### config.mk
export PLATFORM = sky130hd
export DESIGN_NAME = sbox_array_pipe
export DESIGN_NICKNAME = d
export VERILOG_FILES = /design/src/rtl/sbox_array_pipe.sv
export SDC_FILE = /design/constraint.sdc
export NUM_CORES = 1
export LEC_CHECK = 0
export BUFFER_PORTS_ARGS = -buffer_cell sky130_fd_sc_hd__buf_4
export CORE_ASPECT_RATIO = 1.75
export CORE_MARGIN = 2
export CORE_UTILIZATION = 31
export CTS_BUF_LIST = sky130_fd_sc_hd__clkbuf_8
export DETAILED_ROUTE_END_ITERATION = 16
export RECOVER_POWER = 50
export SYNTH_ARGS = -nofsm -noshare
export SYNTH_HDL_FRONTEND = slang
export SYNTH_SLANG_ARGS = --single-unit
### constraint.sdc
create_clock -name clk -period 7.4 [get_ports clk]
set_input_delay 0.74 -clock clk [delete_from_list [all_inputs] [get_ports clk]]
set_output_delay 0.74 -clock clk [all_outputs]
set_load 0.01 [all_outputs]
### src/rtl/sbox_array_pipe.sv
// rtl/sbox_array_pipe.sv - multi-lane pipelined AES S-box / inverse S-box engine
// Composite-field GF((2^4)^2) inverter; tower basis derived at elaboration from the field polynomials.
module sbox_array_pipe #(
  parameter int NUM_LANES   = 4,
  parameter int PIPE_STAGES = 2,
  parameter int TAG_W       = 4
) (
  input  logic                   clk,
  input  logic                   rst_n,
  input  logic                   in_valid,
  output logic                   in_ready,
  input  logic                   in_inv,
  input  logic [8*NUM_LANES-1:0] in_data,
  input  logic [TAG_W-1:0]       in_tag,
  output logic                   out_valid,
  input  logic                   out_ready,
  output logic [8*NUM_LANES-1:0] out_data,
  output logic                   out_inv,
  output logic [TAG_W-1:0]       out_tag,
  output logic                   busy
);

  function automatic logic [7:0] gf8_mul(input logic [7:0] a, input logic [7:0] b);
    logic [7:0] p, s;
    p = 8'h00;
    s = a;
    for (int i = 0; i < 8; i++) begin
      if (b[i]) p = p ^ s;
      s = {s[6:0], 1'b0} ^ (s[7] ? 8'h1b : 8'h00);
    end
    return p;
  endfunction

  function automatic logic [3:0] gf4_mul(input logic [3:0] a, input logic [3:0] b);
    logic [3:0] p, s;
    p = 4'h0;
    s = a;
    for (int i = 0; i < 4; i++) begin
      if (b[i]) p = p ^ s;
      s = {s[2:0], 1'b0} ^ (s[3] ? 4'h3 : 4'h0);
    end
    return p;
  endfunction

  function automatic logic [7:0] lin_map(input logic [63:0] cols, input logic [7:0] v);
    logic [7:0] r;
    r = 8'h00;
    for (int i = 0; i < 8; i++) begin
      if (v[i]) r = r ^ cols[8*i +: 8];
    end
    return r;
  endfunction

  // Smallest lambda making x^2 + x + lambda irreducible over GF(2^4).
  function automatic logic [3:0] pick_lambda();
    logic [3:0] lam;
    logic       found, has_root;
    lam   = 4'h0;
    found = 1'b0;
    for (int c = 1; c < 16; c++) begin
      has_root = 1'b0;
      for (int t = 0; t < 16; t++) begin
        if ((gf4_mul(t[3:0], t[3:0]) ^ t[3:0]) == c[3:0]) has_root = 1'b1;
      end
      if (!found && !has_root) begin
        lam   = c[3:0];
        found = 1'b1;
      end
    end
    return lam;
  endfunction

  // Column j = AES-basis image of tower bit j: low nibble W^j, high nibble X*W^j.
  function automatic logic [63:0] tower_cols();
    logic [7:0]  w, x, lam_a, p;
    logic [3:0]  lam;
    logic        fw, fx;
    logic [63:0] cols;
    w  = 8'h00;
    fw = 1'b0;
    for (int c = 2; c < 256; c++) begin
      p = gf8_mul(c[7:0], c[7:0]);
      if (!fw && ((gf8_mul(p, p) ^ c[7:0]) == 8'h01)) begin
        w  = c[7:0];
        fw = 1'b1;
      end
    end
    lam   = pick_lambda();
    lam_a = 8'h00;
    p     = 8'h01;
    for (int i = 0; i < 4; i++) begin
      if (lam[i]) lam_a = lam_a ^ p;
      p = gf8_mul(p, w);
    end
    x  = 8'h00;
    fx = 1'b0;
    for (int c = 0; c < 256; c++) begin
      if (!fx && ((gf8_mul(c[7:0], c[7:0]) ^ c[7:0]) == lam_a)) begin
        x  = c[7:0];
        fx = 1'b1;
      end
    end
    cols = '0;
    p    = 8'h01;
    for (int j = 0; j < 4; j++) begin
      cols[8*j +: 8]     = p;
      cols[8*(j+4) +: 8] = gf8_mul(x, p);
      p = gf8_mul(p, w);
    end
    return cols;
  endfunction

  function automatic logic [63:0] iso_cols(input logic [63:0] tc);
    logic [63:0] iso;
    iso = '0;
    for (int i = 0; i < 8; i++) begin
      for (int t = 0; t < 256; t++) begin
        if (lin_map(tc, t[7:0]) == (8'h01 << i)) iso[8*i +: 8] = t[7:0];
      end
    end
    return iso;
  endfunction

  localparam logic [3:0]  LAMBDA   = pick_lambda();
  localparam logic [63:0] TO_AES   = tower_cols();
  localparam logic [63:0] TO_TOWER = iso_cols(TO_AES);

  function automatic logic [3:0] gf4_inv(input logic [3:0] d);
    logic [3:0] d2, d3, d6, d12;
    d2  = gf4_mul(d, d);
    d3  = gf4_mul(d2, d);
    d6  = gf4_mul(d3, d3);
    d12 = gf4_mul(d6, d6);
    return gf4_mul(d12, d2);
  endfunction

  function automatic logic [11:0] seg1(input logic [7:0] x, input logic inv);
    logic [7:0] a, t;
    a = inv ? ({x[6:0], x[7]} ^ {x[4:0], x[7:5]} ^ {x[1:0], x[7:2]} ^ 8'h05) : x;
    t = lin_map(TO_TOWER, a);
    return {t, gf4_mul(gf4_mul(t[7:4], t[7:4]), LAMBDA) ^ gf4_mul(t[7:4], t[3:0])
               ^ gf4_mul(t[3:0], t[3:0])};
  endfunction

  function automatic logic [11:0] seg2(input logic [11:0] v);
    return {v[11:4], gf4_inv(v[3:0])};
  endfunction

  function automatic logic [7:0] seg3(input logic [11:0] v, input logic inv);
    logic [7:0] y;
    y = lin_map(TO_AES, {gf4_mul(v[11:8], v[3:0]), gf4_mul(v[11:8] ^ v[7:4], v[3:0])});
    return inv ? y : (y ^ {y[6:0], y[7]} ^ {y[5:0], y[7:6]} ^ {y[4:0], y[7:5]}
                      ^ {y[3:0], y[7:4]} ^ 8'h63);
  endfunction

  logic [PIPE_STAGES-1:0]   v_q, v_d, adv, ld, inv_q, inv_src;
  logic [TAG_W-1:0]         tag_q [PIPE_STAGES];
  logic [TAG_W-1:0]         tag_src [PIPE_STAGES];
  logic                     nxt_free, seg3_inv;
  logic [12*NUM_LANES-1:0]  seg1_w, seg2_in, seg2_w, seg3_in;
  logic [8*NUM_LANES-1:0]   seg3_w, out_data_q;

  // A stage is free when empty or emptying this cycle, so bubbles collapse under a stalled output.
  always_comb begin
    nxt_free = out_ready;
    adv      = '0;
    ld       = '0;
    for (int k = PIPE_STAGES - 1; k >= 0; k--) begin
      adv[k]   = v_q[k] & nxt_free;
      nxt_free = !v_q[k] | adv[k];
    end
    in_ready = nxt_free;
    ld[0]    = in_valid & nxt_free;
    for (int k = 1; k < PIPE_STAGES; k++) ld[k] = adv[k-1];
    v_d = ld | (v_q & ~adv);
  end

  always_comb begin
    inv_src    = '0;
    inv_src[0] = in_inv;
    tag_src[0] = in_tag;
    for (int k = 1; k < PIPE_STAGES; k++) begin
      inv_src[k] = inv_q[k-1];
      tag_src[k] = tag_q[k-1];
    end
  end

  always_comb begin
    seg1_w = '0;
    for (int i = 0; i < NUM_LANES; i++) seg1_w[12*i +: 12] = seg1(in_data[8*i +: 8], in_inv);
  end

  always_comb begin
    seg2_w = '0;
    for (int i = 0; i < NUM_LANES; i++) seg2_w[12*i +: 12] = seg2(seg2_in[12*i +: 12]);
  end

  always_comb begin
    seg3_w = '0;
    for (int i = 0; i < NUM_LANES; i++) seg3_w[8*i +: 8] = seg3(seg3_in[12*i +: 12], seg3_inv);
  end

  generate
    if (PIPE_STAGES == 1) begin : g_p1
      assign seg2_in  = seg1_w;
      assign seg3_in  = seg2_w;
      assign seg3_inv = in_inv;
    end else begin : g_pn
      logic [12*NUM_LANES-1:0] mid0_q;
      always_ff @(posedge clk or negedge rst_n) begin
        if (!rst_n)     mid0_q <= '0;
        else if (ld[0]) mid0_q <= seg1_w;
      end
      assign seg2_in = mid0_q;
      if (PIPE_STAGES == 2) begin : g_p2
        assign seg3_in  = seg2_w;
        assign seg3_inv = inv_q[0];
      end else begin : g_p3
        logic [12*NUM_LANES-1:0] mid1_q;
        always_ff @(posedge clk or negedge rst_n) begin
          if (!rst_n)     mid1_q <= '0;
          else if (ld[1]) mid1_q <= seg2_w;
        end
        assign seg3_in  = mid1_q;
        assign seg3_inv = inv_q[1];
      end
    end
  endgenerate

  always_ff @(posedge clk or negedge rst_n) begin
    if (!rst_n) begin
      v_q        <= '0;
      inv_q      <= '0;
      out_data_q <= '0;
      for (int k = 0; k < PIPE_STAGES; k++) tag_q[k] <= '0;
    end else begin
      v_q <= v_d;
      for (int k = 0; k < PIPE_STAGES; k++) begin
        if (ld[k]) begin
          inv_q[k] <= inv_src[k];
          tag_q[k] <= tag_src[k];
        end
      end
      if (ld[PIPE_STAGES-1]) out_data_q <= seg3_w;
    end
  end

  assign out_valid = v_q[PIPE_STAGES-1];
  assign out_data  = out_data_q;
  assign out_inv   = inv_q[PIPE_STAGES-1];
  assign out_tag   = tag_q[PIPE_STAGES-1];
  assign busy      = |v_q;

endmodule

==> key figures, run 1 <==
Run status
  – Run status: complete, but fails checks
  – Failing checks: max-capacitance violations, max-slew violations

Routing
  – Residual DRC: 0
  – DRT antenna net count: 0
  – Drt wl/cell: 14.8 µm
  – Detailed Route Iter0 Violations: 753
  – First-pass DRT Iterations: 7
  – Via density: 5.28
  – Total number of vias: 13700
  – Final wirelength: 38400 µm

Synth
  – Synth async-reset ratio: 1.00
  – Syn_nets: 2053
  – XOR/XNOR Fraction of Synth Area: 0.303
  – Seq/Total Area, Yosys: 0.154
  – Compound-Gate Fraction of Synth Area: 0.206
  – Post-synth cell types: 100
  – Main combinational cell family by area after synthesis: XOR/XNOR gates
  – Top_reg_cell synth: dfrtp_1
  – Post-Synth Adder-Cell Area: 0.0142
  – Yosys top cell by area: xnor2_1
  – Cells after synthesis: 1995
  – Syn. warnings: 0
  – Synthesized cell area: 14900 µm²
  – Post-synth EDFFs: 0
  – Syn_area_per_cell: 7.49 µm²
  – Yosys reg bits: 92
  – Top-count cell post-synth: xnor2_1
  – Top post-synthesis cells by area: xnor2_1 (17%), dfrtp_1 (15%), xor2_1 (6.5%), nand2_1 (5.9%), o21ai_0 (4.9%)
  – Yosys top cell area share: 0.173
  – Post-synthesis simple-gate area fraction: 0.214
  – Multiplexer share of the synthesized area: 0.0546
  – Most instantiated cells after synthesis: xnor2_1 (296), nand2_1 (233), nor2_1 (176), o21ai_0 (146), a21oi_1 (122)

Timing
  – Setup TNS: 0 ns
  – Clock Skew: 0.0209 ns
  – Final hold vios: 0
  – Final setup fails: 0
  – Max-slew headroom: -1.20
  – Fmax: 147 MHz
  – Fin crit share: 0.917
  – RSZ-0062 raised after global routing: no
  – Worst-Margin Slew: 3.30 ns
  – Slew Limit Fails: 95
  – Final Critical Period: 6.79 ns

Setup path
  – CP Class: reg2reg
  – Most used cell, CP: xnor2_1
  – Largest delay contributor family on the critical path: XOR/XNOR gates
  – CP cell instances: ha_1, xor2_2, a21oi_1, or4_1, a22oi_1, nor2_4, ha_1, xnor2_1, a21boi_0, or2_2, mux2_2, o22ai_1, xor2_1, xnor2_1, nor2_1, xnor2_1, xnor2_1, xnor2_1, xnor3_1, nor2_1, xnor2_1, o21ai_1
  – RR Endpoint: out_data[9]
  – Slowest-stage cell, CP: ha_1
  – RR Startpoint: g_pn.mid0_q[15]
  – CP Launch Point: g_pn.mid0_q[15]
  – CP max stage delay: 0.86 ns
  – Critical path buffer and inverter count: 0
  – Critical path depth: 22
  – Worst Path Required: 7.70 ns
  – CP Max Fanout: 27
  – Worst R2R Path Depth: 22
  – Worst Setup End Kind: flip-flop
  – WP data arrival: 7.09 ns
  – Startpoint Class: flip-flop
  – R2r setup slk: 0.61 ns
  – CP endpoint: out_data[9]

Clock network
  – Hold buffer count at CTS: 0
  – PostCTS Resize Cnt: 0
  – Worst-Skew Late Latency: 0.43 ns
  – Setup repair bufs after CTS: 0
  – Clk sinks: 92
  – Clk root buf: clkbuf_8
  – Clock Path Buffers: 2
  – CTS tree: yes
  – Clk slew on worst S/H paths: 0.11 ns
  – H-Tree Depth: 3
  – TritonCTS Buffers: 9

GRT
  – Largest net degree at the start of global routing: 97
  – Antenna violations before repair: 0
  – Grt ovf: 0
  – Vias in the first global route: 13300
  – First-pass GRT wire length: 63500 µm
  – GRT Overall Usage: 0.152

Final layout
  – Nets: 2050
  – Layout cell share with drive strength beyond 1: 0.110
  – Area Overhead vs Synth: 7.96%
  – Fill cells: 5075

Placement
  – Post-DP HPWL: 29400 µm
  – PortBufs: 80
  – Gp weighted congestion: 0.876

Floorplanning
  – Die Span Y: 294 µm
  – FP Rows: 106
  – Die Area: 50000 µm²
  – Die X-Extent: 170 µm
  – # IOs: 81
  – Core area: 47700 µm²
  – Initial Utilization: 0.313

Run
  – Max Cap Viol: 2

Worst hold path
  – Worst Hold Class: reg2reg
[stage by stage]
stage                      util  setup WS, ns  instance area, µm²  hold slack (ns)  instances
after CTS                 0.339         0.674               16200            0.252       2591
after floorplan               -          1.45               14900            0.444       1995
after detailed placement  0.335         0.684               16000            0.474       2575
after global routing      0.338        0.0925               16100            0.506       2591
final                     0.338         0.612               16100            0.486       2592
after global placement    0.335         0.864               16000            0.468       2575
[sequential cells by signal, indices dropped and copies added (netlist names)]
| signal | flops |
|---|---|
| inv_q | 2 |
| out_data | 32 |
| tag_q | 4 |
| v_q | 2 |
| out_tag | 4 |
| g_pn.mid0_q | 48 |
[tightest hold or removal path, cell delays in order (launching register included)]
cell	delay, ns
dfrtp_1	0.36
nand2_1	0.05
o21ai_0	0.06
[cell families after synthesis]
logic type,after synthesis
adder cells (fa/ha/maj),17
AO/OA/AOI/OAI,492
buffers and inverters,185
AND/OR/NAND/NOR,677
flip-flops,92
multiplexers,77
XOR/XNOR,455
[per-layer routing]
layer | global-route usage | part of all wire | vias up
li1 | - | - | 6901
met5 | 0 | 0 | -
met4 | 0.0621 | 0.030 | 0
met3 | 0.0124 | 0.026 | 63
met1 | 0.164 | 0.41 | 6465
met2 | 0.299 | 0.54 | 259
[how the worst min path moves through the flow]
| stage | slack [ns] | to | startpoint | cells past startpoint |
|---|---|---|---|---|
| CTS | 0.25 | out_data[2] | rst_n | 1 |
| global route | 0.51 | v_q[0] | in_valid | 2 |
| finish | 0.49 | out_data[23] | out_data[23] | 2 |
| floorplan | 0.44 | g_pn.mid0_q[0] | rst_n | 0 |
| detailed placement | 0.47 | out_data[23] | out_data[23] | 2 |
| global placement | 0.47 | out_data[29] | out_data[29] | 2 |
[cell type report]
cell class | instances | area [µm²] | share of cell area
inverters | 48 | 185 | 0.0115
clock buffers | 9 | 124 | 0.00768
clock inverters | 7 | 75.1 | 0.00465
repair buffers | 123 | 852 | 0.0528
flip-flops and latches | 92 | 2300 | 0.143
well taps | 594 | 743 | 0.0461
multi-input cells | 1718 | 11800 | 0.734
diodes | 1 | 2.50 | 0.000155
[cell usage in the layout, fill, tap and decap left out, types with 9 or more instances in the layout]
| cell | netlist | routed |
|---|---|---|
| mux2i_1 | 50 | 50 |
| xnor2_2 | 13 | 13 |
| o22ai_1 | 18 | 18 |
| nand2_1 | 233 | 231 |
| a211oi_1 | 17 | 17 |
| mux2_2 | 25 | 25 |
| a31oi_1 | 23 | 23 |
| xnor2_1 | 296 | 296 |
| nor4_1 | 11 | 11 |
| dfrtp_1 | 92 | 92 |
| o211ai_1 | 15 | 15 |
| buf_4 | 13 | 104 |
| or2_2 | 14 | 14 |
| o21ai_0 | 146 | 146 |
| o31ai_1 | 14 | 14 |
| a21oi_1 | 122 | 122 |
| nand3_1 | 40 | 40 |
| inv_1 | 42 | 43 |
| nor3_1 | 54 | 54 |
| clkbuf_1 | 74 | 19 |
| nor2_1 | 176 | 176 |
| xnor3_1 | 20 | 20 |
| and3_1 | 13 | 13 |
| o21ai_1 | 26 | 26 |
| nor2b_1 | 30 | 30 |
| ha_1 | 17 | 17 |
| nand2b_1 | 24 | 24 |
| and2_1 | 13 | 13 |
| or3_1 | 13 | 13 |
| nand4_1 | 11 | 11 |
| clkbuf_8 | 0 | 9 |
| xor2_1 | 111 | 111 |
Power of run 1 is not shown: default switching activity piles up to over one toggle a cycle in this logic, so the estimate is an artifact.
==> run 2, diff against run 1 <==
--- a/config.mk
+++ b/config.mk
@@ -11,7 +11,9 @@
 export CORE_UTILIZATION = 31
 export CTS_BUF_LIST = sky130_fd_sc_hd__clkbuf_8
 export DETAILED_ROUTE_END_ITERATION = 16
+export MAX_ROUTING_LAYER = met4
 export RECOVER_POWER = 50
+export SLEW_MARGIN = 20
 export SYNTH_ARGS = -nofsm -noshare
 export SYNTH_HDL_FRONTEND = slang
 export SYNTH_SLANG_ARGS = --single-unit
==> key figures, run 2 (synthesized netlist as in run 1, its figures left out) <==
Routing
  – First-pass DRT Iterations: 5 (was 7)
  – Total number of vias: 13700 (about the same)
  – Final wirelength: 38300 µm (was 38400 µm)
  – Drt wl/cell: 14.8 µm (about the same)
  – Detailed Route Iter0 Violations: 645 (was 753)
  – Via density: 5.30 (was 5.28)
  – Residual DRC: 0 (unchanged)
  – DRT antenna net count: 0 (unchanged)

Clock network
  – H-Tree Depth: 3 (unchanged)
  – PostCTS Resize Cnt: 0 (unchanged)
  – Clk slew on worst S/H paths: 0.12 ns (was 0.11 ns)
  – TritonCTS Buffers: 9 (unchanged)
  – Setup repair bufs after CTS: 0 (unchanged)
  – Hold buffer count at CTS: 0 (unchanged)
  – CTS tree: yes (unchanged)
  – Worst-Skew Late Latency: 0.41 ns (was 0.43 ns)
  – Clock Path Buffers: 2 (unchanged)
  – Clk sinks: 92 (unchanged)
  – Clk root buf: clkbuf_8 (unchanged)

GRT
  – Grt ovf: 0 (unchanged)
  – GRT Overall Usage: 0.154 (was 0.152)
  – Antenna violations before repair: 0 (unchanged)
  – Largest net degree at the start of global routing: 97 (unchanged)
  – Vias in the first global route: 13300 (about the same)
  – First-pass GRT wire length: 63100 µm (was 63500 µm)

Run status
  – Run status: complete, but fails checks (unchanged)
  – Failing checks: max-capacitance violations, max-slew violations (unchanged)

Timing
  – Max-slew headroom: -1.81 (was -1.20)
  – Final Critical Period: 6.81 ns (was 6.79 ns)
  – Clock Skew: 0.0232 ns (was 0.0209 ns)
  – Slew Limit Fails: 146 (was 95)
  – RSZ-0062 raised after global routing: no (unchanged)
  – Fmax: 147 MHz (about the same)
  – Worst-Margin Slew: 4.21 ns (was 3.30 ns)
  – Final hold vios: 0 (unchanged)
  – Setup TNS: 0 ns (unchanged)
  – Final setup fails: 0 (unchanged)
  – Fin crit share: 0.920 (was 0.917)

Floorplanning
  – Die X-Extent: 170 µm (unchanged)
  – Initial Utilization: 0.313 (unchanged)
  – # IOs: 81 (unchanged)
  – FP Rows: 106 (unchanged)
  – Core area: 47700 µm² (unchanged)
  – Die Area: 50000 µm² (unchanged)
  – Die Span Y: 294 µm (unchanged)

Setup path
  – Slowest-stage cell, CP: ha_1 (unchanged)
  – Startpoint Class: flip-flop (unchanged)
  – CP cell instances: ha_1, xor2_2, a21oi_1, or4_1, a22oi_1, nor2_4, ha_1, xnor2_1, a21boi_0, or2_2, mux2_2, o22ai_1, xor2_1, xnor2_1, nor2_1, xnor2_1, xnor2_1, xnor2_1, xnor3_1, nor2_1, xnor2_1, o21ai_1 (unchanged)
  – Worst Setup End Kind: flip-flop (unchanged)
  – RR Endpoint: out_data[9] (unchanged)
  – Most used cell, CP: xnor2_1 (unchanged)
  – Critical path buffer and inverter count: 0 (unchanged)
  – CP max stage delay: 0.84 ns (was 0.86 ns)
  – R2r setup slk: 0.59 ns (was 0.61 ns)
  – Worst R2R Path Depth: 22 (unchanged)
  – CP Class: reg2reg (unchanged)
  – CP Max Fanout: 27 (unchanged)
  – RR Startpoint: g_pn.mid0_q[15] (unchanged)
  – Largest delay contributor family on the critical path: XOR/XNOR gates (unchanged)
  – Worst Path Required: 7.60 ns (was 7.70 ns)
  – WP data arrival: 7.01 ns (was 7.09 ns)

Worst hold path
  – Worst Hold Class: reg2reg (unchanged)
  – Worst hold start: out_data[23] (unchanged)
  – Hold EP: out_data[23] (unchanged)
  – Hold Path Stages: 2 (unchanged)

Final layout
  – Max FFs per register: 48 (unchanged)
  – Most frequent cells in the layout: xnor2_1 (296), nand2_1 (231), nor2_1 (176) (unchanged)
  – N_diodes: 0 (was 1)
  – Layout cell share with drive strength beyond 1: 0.111 (was 0.110)
  – Commonest non-fill, non-tap cell in the layout: xnor2_1 (unchanged)
  – Most flops, register: g_pn.mid0_q (unchanged)
  – Nets: 2051 (was 2050)
  – Area Overhead vs Synth: 8.05% (was 7.96%)

Placement
  – PortBufs: 80 (unchanged)
  – Post-DP HPWL: 29000 µm (was 29400 µm)
  – Gp weighted congestion: 0.865 (was 0.876)

Run
  – Max Cap Viol: 2 (unchanged)
run 2: how the worst max path moves through the flow:
| stage | from | cells past startpoint | to | slack (ns) |
|---|---|---|---|---|
| floorplan | g_pn.mid0_q[15] | 25 | out_data[9] | 1.45 |
| global placement | g_pn.mid0_q[12] | 22 | out_data[9] | 0.87 |
| detailed placement | g_pn.mid0_q[12] | 22 | out_data[9] | 0.68 |
| CTS | g_pn.mid0_q[15] | 22 | out_data[9] | 0.69 |
| global route | g_pn.mid0_q[12] | 22 | out_data[9] | 0.17 |
| finish | g_pn.mid0_q[15] | 22 | out_data[9] | 0.59 |
run 2: tightest hold or removal path: stages, from the launching register on:
cell	delay, ns
dfrtp_1	0.36
nand2_1	0.04
o21ai_0	0.06
run 2: per-stage QoR:
stage / worst slack [ns] / util / instances / instance area, µm² / hold WS [ns]
2_1_floorplan: 1.45 / - / 1995 / 14900 / 0.444
3_3_place_gp: 0.868 / 0.335 / 2576 / 16000 / 0.469
3_5_place_dp: 0.680 / 0.335 / 2576 / 16000 / 0.476
4_1_cts: 0.691 / 0.340 / 2592 / 16200 / 0.179
5_1_grt: 0.173 / 0.338 / 2592 / 16100 / 0.504
6_report: 0.593 / 0.338 / 2592 / 16100 / 0.490
run 2: final cells by class:
class                           instances  area, µm²
Fill cell                            5092      31600
Inverter                               48        185
Sequential cell                        92       2300
Clock buffer                           10        138
Clock inverter                          6       68.8
Multi-Input combinational cell       1718      11900
Timing Repair Buffer                  124        856
Tap cell                              594        743
run 2: routing by layer:
| metal | global-route usage | wire length (µm) | share of wire | vias up |
|---|---|---|---|---|
| met4 | 0.0509 | 934 | 0.024 | 0 |
| met1 | 0.166 | 15600 | 0.41 | 6489 |
| li1 | - | - | - | 6901 |
| met5 | - | 0 | 0 | - |
| met3 | 0.0121 | 1070 | 0.028 | 52 |
| met2 | 0.295 | 20700 | 0.54 | 299 |
Power of run 2 is left out for the same reason.
==> run 3, diff against run 2 <==
--- a/config.mk
+++ b/config.mk
@@ -9,7 +9,7 @@
 export CORE_ASPECT_RATIO = 1.75
 export CORE_MARGIN = 2
 export CORE_UTILIZATION = 31
-export CTS_BUF_LIST = sky130_fd_sc_hd__clkbuf_8
+export CTS_BUF_LIST = sky130_fd_sc_hd__clkbuf_4 sky130_fd_sc_hd__clkbuf_8 sky130_fd_sc_hd__clkbuf_16
 export DETAILED_ROUTE_END_ITERATION = 16
 export MAX_ROUTING_LAYER = met4
 export RECOVER_POWER = 50
==> key figures, run 3 (synthesized netlist as in run 1, its figures left out) <==
Final layout
  – Fill cells: 5064 (was 5092)
  – Commonest non-fill, non-tap cell in the layout: xnor2_1 (unchanged)
  – Most frequent cells in the layout: xnor2_1 (296), nand2_1 (231), nor2_1 (176) (unchanged)
  – N_diodes: 0 (unchanged)
  – Most flops, register: g_pn.mid0_q (unchanged)
  – Post-layout util: 0.340 (was 0.338)
  – Max FFs per register: 48 (unchanged)
  – Layout cell share with drive strength beyond 1: 0.111 (unchanged)
  – Nets: 2051 (unchanged)
  – Area Overhead vs Synth: 8.72% (was 8.05%)

Clock network
  – Setup repair bufs after CTS: 0 (unchanged)
  – Hold buffer count at CTS: 0 (unchanged)
  – Clock Path Buffers: 2 (unchanged)
  – Worst-Skew Late Latency: 0.37 ns (was 0.41 ns)
  – Clk sinks: 92 (unchanged)
  – TritonCTS Buffers: 9 (unchanged)
  – H-Tree Depth: 3 (unchanged)
  – Clk slew on worst S/H paths: 0.08 ns (was 0.12 ns)
  – Clk root buf: clkbuf_16 (was clkbuf_8)
  – PostCTS Resize Cnt: 0 (unchanged)
  – CTS tree: yes (unchanged)

Setup path
  – CP Class: reg2reg (unchanged)
  – CP Max Fanout: 27 (unchanged)
  – Worst Path Required: 7.63 ns (was 7.60 ns)
  – Worst Setup End Kind: flip-flop (unchanged)
  – WP data arrival: 6.95 ns (was 7.01 ns)
  – Startpoint Class: flip-flop (unchanged)

Placement
  – Post-DP HPWL: 29000 µm (unchanged)
  – PortBufs: 80 (unchanged)
  – Gp weighted congestion: 0.865 (unchanged)
  – Setup slack at placement: 0.680 ns (unchanged)

Worst hold path
  – Worst Hold Class: reg2reg (unchanged)

Floorplanning
  – Die X-Extent: 170 µm (unchanged)
  – FP Rows: 106 (unchanged)
  – Die Area: 50000 µm² (unchanged)
  – Die Span Y: 294 µm (unchanged)
  – Core area: 47700 µm² (unchanged)
  – # IOs: 81 (unchanged)
  – Initial Utilization: 0.313 (unchanged)

Routing
  – Residual DRC: 0 (unchanged)
  – First-pass DRT Iterations: 7 (was 5)
  – Final wirelength: 38200 µm (was 38300 µm)
  – Via density: 5.29 (was 5.30)
  – Detailed Route Iter0 Violations: 581 (was 645)
  – Total number of vias: 13700 (about the same)
  – DRT antenna net count: 0 (unchanged)
  – Drt wl/cell: 14.7 µm (was 14.8 µm)

Timing
  – Final hold vios: 0 (unchanged)
  – Clock Skew: 0.0130 ns (was 0.0232 ns)
  – Max-slew headroom: -1.80 (was -1.81)
  – Fin crit share: 0.908 (was 0.920)
  – Final setup fails: 0 (unchanged)
  – RSZ-0062 raised after global routing: no (unchanged)
  – Worst-Margin Slew: 4.21 ns (about the same)
  – Fmax: 149 MHz (was 147 MHz)
  – Final Critical Period: 6.72 ns (was 6.81 ns)
  – Setup TNS: 0 ns (unchanged)
  – Worst setup margin: 0.679 ns (was 0.593 ns)
  – Slew Limit Fails: 76 (was 146)

Run
  – Max Cap Viol: 1 (was 2)

GRT
  – Grt ovf: 0 (unchanged)
  – Vias in the first global route: 13300 (about the same)
  – GRT Overall Usage: 0.154 (about the same)
  – Antenna violations before repair: 0 (unchanged)
  – Largest net degree at the start of global routing: 97 (unchanged)
  – First-pass GRT wire length: 63100 µm (about the same)

Run status
  – Run status: complete, but fails checks (unchanged)
  – Failing checks: max-capacitance violations, max-slew violations (unchanged)
==> run 3: worst paths after layout <==
| kind | from | endpoint | slack (ns) | cells after the start |
|---|---|---|---|---|
| worst max register to register | g_pn.mid0_q[15] | out_data[9] | 0.68 | 22 |
| min in group asynchronous | rst_n | out_data[2] | 0.63 | 1 |
| worst min-delay path | out_data[23] | out_data[23] | 0.48 | 2 |
| worst min register to register | out_data[23] | out_data[23] | 0.48 | 2 |
| worst max-delay path | g_pn.mid0_q[15] | out_data[9] | 0.68 | 22 |
| max in group asynchronous | rst_n | tag_q[7] | 2.18 | 2 |
==> run 3: layout make-up <==
class	instances	area, µm²	share of cell area
well taps	594	743	0.0457
inverters	48	185	0.0114
multi-input cells	1718	11900	0.730
flip-flops and latches	92	2300	0.142
repair buffers	124	856	0.0527
clock inverters	6	68.8	0.00424
clock buffers	10	239	0.0147
==> run 3: layer usage <==
metal  global-route usage  part of all wire  vias to the layer above
met4               0.0504             0.026                        0
met1                0.167              0.41                     6458
met2                0.295              0.54                      290
met5                    -                 0                        -
li1                     -                 -                     6899
met3               0.0107             0.025                       57
==> run 3: worst max-delay path: stages (launching register included) <==
cell	delay, ns
dfrtp_1	0.39
ha_1	0.84
xor2_2	0.21
a21oi_1	0.15
or4_1	0.55
a22oi_1	0.37
nor2_4	0.12
ha_1	0.57
xnor2_1	0.18
a21boi_0	0.16
or2_2	0.32
mux2_2	0.26
o22ai_1	0.16
xor2_1	0.28
xnor2_1	0.29
nor2_1	0.13
xnor2_1	0.15
xnor2_1	0.42
xnor2_1	0.24
xnor3_1	0.45
nor2_1	0.12
xnor2_1	0.14
o21ai_1	0.07
==> run 3: stage by stage <==
| stage | hold slack, ns | std cells | area (µm²) |
|---|---|---|---|
| after CTS | 0.244 | 2592 | 16300 |
| final | 0.482 | 2592 | 16200 |
| after global routing | 0.518 | 2592 | 16200 |
| after global placement | 0.469 | 2576 | 16000 |
| after floorplan | 0.444 | 1995 | 14900 |
| after detailed placement | 0.476 | 2576 | 16000 |
Power of run 3 is left out for the same reason.
